File: src/rtl/dip_psum_collector.sv
// Collects psum rows from the last DiP array row, sums NUM_TILES K-passes into an
// N x N buffer with saturation, then drains the result row by row over valid/ready.
module dip_psum_collector #(
    parameter int N         = 4,
    parameter int PSUM_W    = 24,
    parameter int ACC_W     = 32,
    parameter int NUM_TILES = 2
) (
    input  logic                  clk,
    input  logic                  rst_n,
    input  logic                  in_valid,
    input  logic [N*PSUM_W-1:0]   in_row,
    output logic                  in_ready,
    output logic                  out_valid,
    input  logic                  out_ready,
    output logic [N*ACC_W-1:0]    out_row,
    output logic                  out_last,
    output logic                  overflow,
    output logic                  busy
);

    localparam int CNT_W  = (N > 1) ? $clog2(N) : 1;
    localparam int TILE_W = (NUM_TILES > 1) ? $clog2(NUM_TILES) : 1;

    localparam logic signed [ACC_W-1:0] ACC_MAX = {1'b0, {(ACC_W-1){1'b1}}};
    localparam logic signed [ACC_W-1:0] ACC_MIN = {1'b1, {(ACC_W-1){1'b0}}};

    typedef enum logic {ACCUM, DRAIN} state_t;

    state_t                   state_q, state_d;
    logic [CNT_W-1:0]         row_cnt_q, row_cnt_d;
    logic [CNT_W-1:0]         drain_cnt_q, drain_cnt_d;
    logic [TILE_W-1:0]        tile_cnt_q, tile_cnt_d;
    logic                     sat_q, sat_d;
    logic signed [ACC_W-1:0]  acc_q [N][N];
    logic signed [ACC_W-1:0]  acc_d [N][N];
    logic signed [ACC_W-1:0]  lane_ext [N];
    logic signed [ACC_W:0]    sum_w [N];

    function automatic logic signed [ACC_W-1:0] sext(input logic signed [PSUM_W-1:0] v);
        return ACC_W'(v);
    endfunction

    function automatic logic signed [ACC_W:0] add_wide(input logic signed [ACC_W-1:0] a,
                                                      input logic signed [ACC_W-1:0] b);
        return {a[ACC_W-1], a} + {b[ACC_W-1], b};
    endfunction

    // The extra sum bit disagreeing with the ACC_W sign bit means the sum left range.
    function automatic logic clamps(input logic signed [ACC_W:0] s);
        return s[ACC_W] != s[ACC_W-1];
    endfunction

    function automatic logic signed [ACC_W-1:0] sat(input logic signed [ACC_W:0] s);
        if (!clamps(s)) begin
            return s[ACC_W-1:0];
        end else if (s[ACC_W]) begin
            return ACC_MIN;
        end else begin
            return ACC_MAX;
        end
    endfunction

    always_comb begin
        for (int k = 0; k < N; k++) begin
            lane_ext[k] = sext(in_row[k*PSUM_W +: PSUM_W]);
            sum_w[k]    = add_wide(acc_q[row_cnt_q][k], lane_ext[k]);
        end
    end

    always_comb begin
        state_d     = state_q;
        row_cnt_d   = row_cnt_q;
        drain_cnt_d = drain_cnt_q;
        tile_cnt_d  = tile_cnt_q;
        sat_d       = sat_q;
        acc_d       = acc_q;
        in_ready    = 1'b0;
        out_valid   = 1'b0;
        out_last    = 1'b0;
        out_row     = '0;

        case (state_q)
            ACCUM: begin
                in_ready = 1'b1;
                if (in_valid) begin
                    for (int k = 0; k < N; k++) begin
                        if (tile_cnt_q == '0) begin
                            acc_d[row_cnt_q][k] = lane_ext[k];
                        end else begin
                            acc_d[row_cnt_q][k] = sat(sum_w[k]);
                            if (clamps(sum_w[k])) begin
                                sat_d = 1'b1;
                            end
                        end
                    end
                    if (row_cnt_q == CNT_W'(N-1)) begin
                        row_cnt_d = '0;
                        if (tile_cnt_q == TILE_W'(NUM_TILES-1)) begin
                            tile_cnt_d  = '0;
                            drain_cnt_d = '0;
                            state_d     = DRAIN;
                        end else begin
                            tile_cnt_d = tile_cnt_q + 1'b1;
                        end
                    end else begin
                        row_cnt_d = row_cnt_q + 1'b1;
                    end
                end
            end
            DRAIN: begin
                out_valid = 1'b1;
                out_last  = (drain_cnt_q == CNT_W'(N-1));
                for (int k = 0; k < N; k++) begin
                    out_row[k*ACC_W +: ACC_W] = acc_q[drain_cnt_q][k];
                end
                if (out_ready) begin
                    if (out_last) begin
                        state_d     = ACCUM;
                        drain_cnt_d = '0;
                        sat_d       = 1'b0;
                    end else begin
                        drain_cnt_d = drain_cnt_q + 1'b1;
                    end
                end
            end
            default: state_d = ACCUM;
        endcase
    end

    assign overflow = sat_q;
    assign busy     = (state_q == DRAIN) || (row_cnt_q != '0) || (tile_cnt_q != '0);

    always_ff @(posedge clk or negedge rst_n) begin
        if (!rst_n) begin
            state_q     <= ACCUM;
            row_cnt_q   <= '0;
            drain_cnt_q <= '0;
            tile_cnt_q  <= '0;
            sat_q       <= 1'b0;
            for (int r = 0; r < N; r++) begin
                for (int k = 0; k < N; k++) begin
                    acc_q[r][k] <= '0;
                end
            end
        end else begin
            state_q     <= state_d;
            row_cnt_q   <= row_cnt_d;
            drain_cnt_q <= drain_cnt_d;
            tile_cnt_q  <= tile_cnt_d;
            sat_q       <= sat_d;
            acc_q       <= acc_d;
        end
    end

endmodule

File: config.mk
export PLATFORM = sky130hd
export DESIGN_NAME = dip_psum_collector
export DESIGN_NICKNAME = d
export VERILOG_FILES = /design/src/rtl/dip_psum_collector.sv
export SDC_FILE = /design/constraint.sdc
export NUM_CORES = 2
export LEC_CHECK = 0
export CAP_MARGIN = 20
export CORE_ASPECT_RATIO = 0.75
export CORE_MARGIN = 2
export CORE_UTILIZATION = 55
export CTS_CLUSTER_SIZE = 24
export DETAILED_ROUTE_END_ITERATION = 10
export PLACE_DENSITY_LB_ADDON = 0.2
export SLEW_MARGIN = 20
export SYNTH_ARGS = -nofsm -noshare
export SYNTH_HDL_FRONTEND = slang
export SYNTH_SLANG_ARGS = --single-unit
File: constraint.sdc
create_clock -name clk -period 5.3 [get_ports clk]
set_input_delay 1.325 -clock clk [delete_from_list [all_inputs] [get_ports clk]]
set_output_delay 1.325 -clock clk [all_outputs]
set_load 0.05 [all_outputs]
==> run summary <==
Status -> finished, final reports clean
Initial antenna violation count -> 2
Cts repair resizes -> 0
Die Area -> 65,300 µm²
Core box area -> 62,300 µm²
Synth Register Bits -> 519
Fin crit share -> 93.9%
Remaining DRCs -> 0
Final net count -> 3,930
Dpl hpwl -> 76,100 µm
CP Data Arrival Time -> 5.46 ns
Via/cell ratio -> 6.72
Peak Freq -> 201 MHz
Routability cong. -> 0.958
Initial core utilization -> 55.9%
Num Clock Sinks -> 519
Die height -> 222 µm
Clock latency on the worst-skew pair -> 0.64 ns
Actual slew at the worst max-slew pin -> 1.03 ns
Final-report hold violation count -> 0
Fin. max-slew vios -> 0
Site Rows -> 79
CTS tree -> built
Clk root buf -> clkbuf_16
Total GRT Usage -> 33.2%
Wirelength per Cell -> 23.9 µm
Max_slew headroom -> 31.0%
Synthesis-to-layout area growth -> 15.5%
First-pass GRT wire length -> 172,000 µm
1st-iter DRT viols -> 3,047
Vias in the first global route -> 30,100
Setup bufs post-CTS -> 0
Syn nets -> 3,786
Die Width -> 294 µm
CP required -> 5.78 ns
Hold Crit Class -> register to register
Via Count -> 30,600
Clock Path Buffers -> 3
Cell variety after synth -> 84
CTS Hold Buffers Added -> 0
Post-synth EDFFs -> 0
Final setup TNS -> 0 ns
Fillers -> 4,972
Crit start category -> register
Most used DFF post-synth -> dfrtp_1
First drt pass iteration count -> 8
CP max FO -> 27
Fin crit period -> 4.98 ns
Syn avg cell area -> 9.81 µm²
Count of max-cap constraint violations -> 0
Number of buffers created by CTS -> 53
Cells after Synth -> 3,549
Clock H-tree levels -> 2
Sequential area share after synthesis -> 37.3%
ANT nets after route -> 0
I/O Buffers -> 232
Final Skew -> 0.0218 ns
Share of cells above drive strength 1 -> 13.6%
Largest net degree at the start of global routing -> 102
CP Class -> register to register
Final-report setup violation count -> 0
Boundary Pins -> 233
Total of warnings raised by yosys -> 0
Crit. End Element -> register
Final WL -> 109,000 µm
GRT overflow -> 0
Ys async rst share -> 100%
CTS clock-pin slew for the worst setup and hold paths -> 0.07 ns
Cell Area, Synth -> 34,800 µm²
RSZ-0062 raised after global routing -> no
## path summary, 6_finish.rpt
check | from | to | slack (ns) | cells past startpoint
hold / removal | acc_q[225] | acc_q[225] | 0.50 | 2
min in group asynchronous | rst_n | acc_q[397] | 0.75 | 1
max in group asynchronous | rst_n | acc_q[249] | 3.42 | 2
setup / recovery | row_cnt_q[0] | acc_q[291] | 0.32 | 15
hold reg to reg | acc_q[225] | acc_q[225] | 0.50 | 2
setup reg to reg | row_cnt_q[0] | acc_q[291] | 0.32 | 15
## routing by layer
| metal | part of all wire, % | track usage [%] | wire length [µm] |
|---|---|---|---|
| met5 | 0 | 0 | 0 |
| met4 | 2.4 | 9.07 | 2620 |
| met3 | 9.4 | 6.59 | 10200 |
| met2 | 45 | 50.4 | 49100 |
| met1 | 43 | 48.8 | 46900 |
## through the flow
stage / setup slack (ns) / instance area (µm²) / utilization (%) / hold slack (ns) / instances
after floorplan: 0.468 / 34800 / - / 0.460 / 3549
after detailed placement: 0.0119 / 38300 / 61.5 / 0.486 / 4448
after CTS: 0.382 / 40200 / 64.5 / 0.500 / 4547
after global placement: 0.0209 / 38300 / 61.5 / 0.472 / 4448
final: 0.322 / 40200 / 64.6 / 0.497 / 4549
after global routing: 0.0153 / 40200 / 64.6 / 0.520 / 4548
## cells in the mapped netlist (21+ instances only)
| library cell | instances | share of area [%] |
|---|---|---|
| o31ai_1 | 45 | 0.97 |
| a21o_1 | 63 | 1.4 |
| buf_1 | 35 | 0.38 |
| a211oi_1 | 31 | 0.67 |
| o221ai_1 | 28 | 0.70 |
| a221o_1 | 58 | 1.7 |
| o21bai_1 | 21 | 0.45 |
| o21a_1 | 26 | 0.56 |
| ha_1 | 133 | 4.8 |
| mux4_2 | 256 | 17 |
| and2_1 | 151 | 2.7 |
| nand3_1 | 36 | 0.52 |
| xor2_1 | 41 | 1.0 |
| nor2_1 | 251 | 2.7 |
| a22oi_1 | 31 | 0.67 |
| xnor2_1 | 74 | 1.9 |
| nand2b_1 | 22 | 0.40 |
| o21ai_0 | 352 | 5.1 |
| a21oi_1 | 228 | 3.3 |
| nor3_1 | 35 | 0.50 |
| nand2_1 | 515 | 5.6 |
| a31oi_1 | 112 | 2.0 |
| clkbuf_1 | 199 | 2.1 |
| inv_1 | 38 | 0.41 |
| dfrtp_1 | 519 | 37 |
## cells in the final DEF (no fill, tap or decap), types with 7 or more instances in the layout
cell | Yosys | layout
dfrtp_1 | 519 | 513
nand2_1 | 515 | 511
o21ai_0 | 352 | 352
mux4_2 | 256 | 256
nor2_1 | 251 | 251
clkdlybuf4s50_1 | 0 | 231
a21oi_1 | 228 | 228
and2_1 | 151 | 147
ha_1 | 133 | 133
a31oi_1 | 112 | 112
buf_4 | 1 | 87
xnor2_1 | 74 | 74
a21o_1 | 63 | 63
a221o_1 | 58 | 58
clkbuf_16 | 0 | 55
o31ai_1 | 45 | 45
xor2_1 | 41 | 41
inv_1 | 38 | 37
nand3_1 | 36 | 36
nor3_1 | 35 | 35
a211oi_1 | 31 | 31
a22oi_1 | 31 | 31
o221ai_1 | 28 | 28
o21a_1 | 26 | 26
nand2b_1 | 22 | 22
o21bai_1 | 21 | 21
buf_12 | 0 | 20
nand4_1 | 18 | 18
o211ai_1 | 18 | 18
clkbuf_8 | 0 | 16
nor2b_1 | 15 | 15
and3_1 | 15 | 15
o21ai_1 | 15 | 15
clkinv_2 | 0 | 10
or2_2 | 9 | 9
or3_1 | 8 | 8
mux2i_1 | 7 | 7
a211o_1 | 7 | 7
## worst max-delay path, stage by stage, from the launching register on
cell and delay (ns):
dfrtp_4 0.45, buf_12 0.27, buf_4 0.32, mux4_2 0.56, ha_1 0.41, a21oi_1 0.21, o211ai_1 0.15, a211oi_1 0.41
o21ai_0 0.18, a31o_2 0.34, nor3b_1 0.35, a31o_2 0.36, nor2_1 0.10, buf_4 0.20, a22oi_1 0.36, o21ai_0 0.15
## registers in the layout (all words and copies together) (netlist names)
name	cells
acc_q	512
drain_cnt_q	2
row_cnt_q	2
overflow	1
state_q	1
tile_cnt_q	1
## area by class of cell
class	count	area, µm²	share of cell area, %
Multi-Input combinational cell	2742	20800	51.6
Sequential cell	519	13000	32.4
Timing Repair Buffer	339	3380	8.41
Clock buffer	77	1620	4.03
Tap cell	810	1010	2.52
Clock inverter	22	277	0.688
Inverter	38	145	0.361
Antenna cell	2	5.00	0.0124
## logic make-up after synthesis
kind of cell               Yosys count  share of synthesized area, %
AOI/OAI and AO/OA                 1126                          20.6
muxes                              265                          16.8
and+or+nand+nor                   1095                          14.0
adders and majority gates          140                          5.10
xor gates and xnor gates           116                          2.94
DFF                                519                          37.3
buffers and inverters              288                          3.17
Power is not shown: default switching activity piles up to over one toggle a cycle in this logic, so the estimate is an artifact.
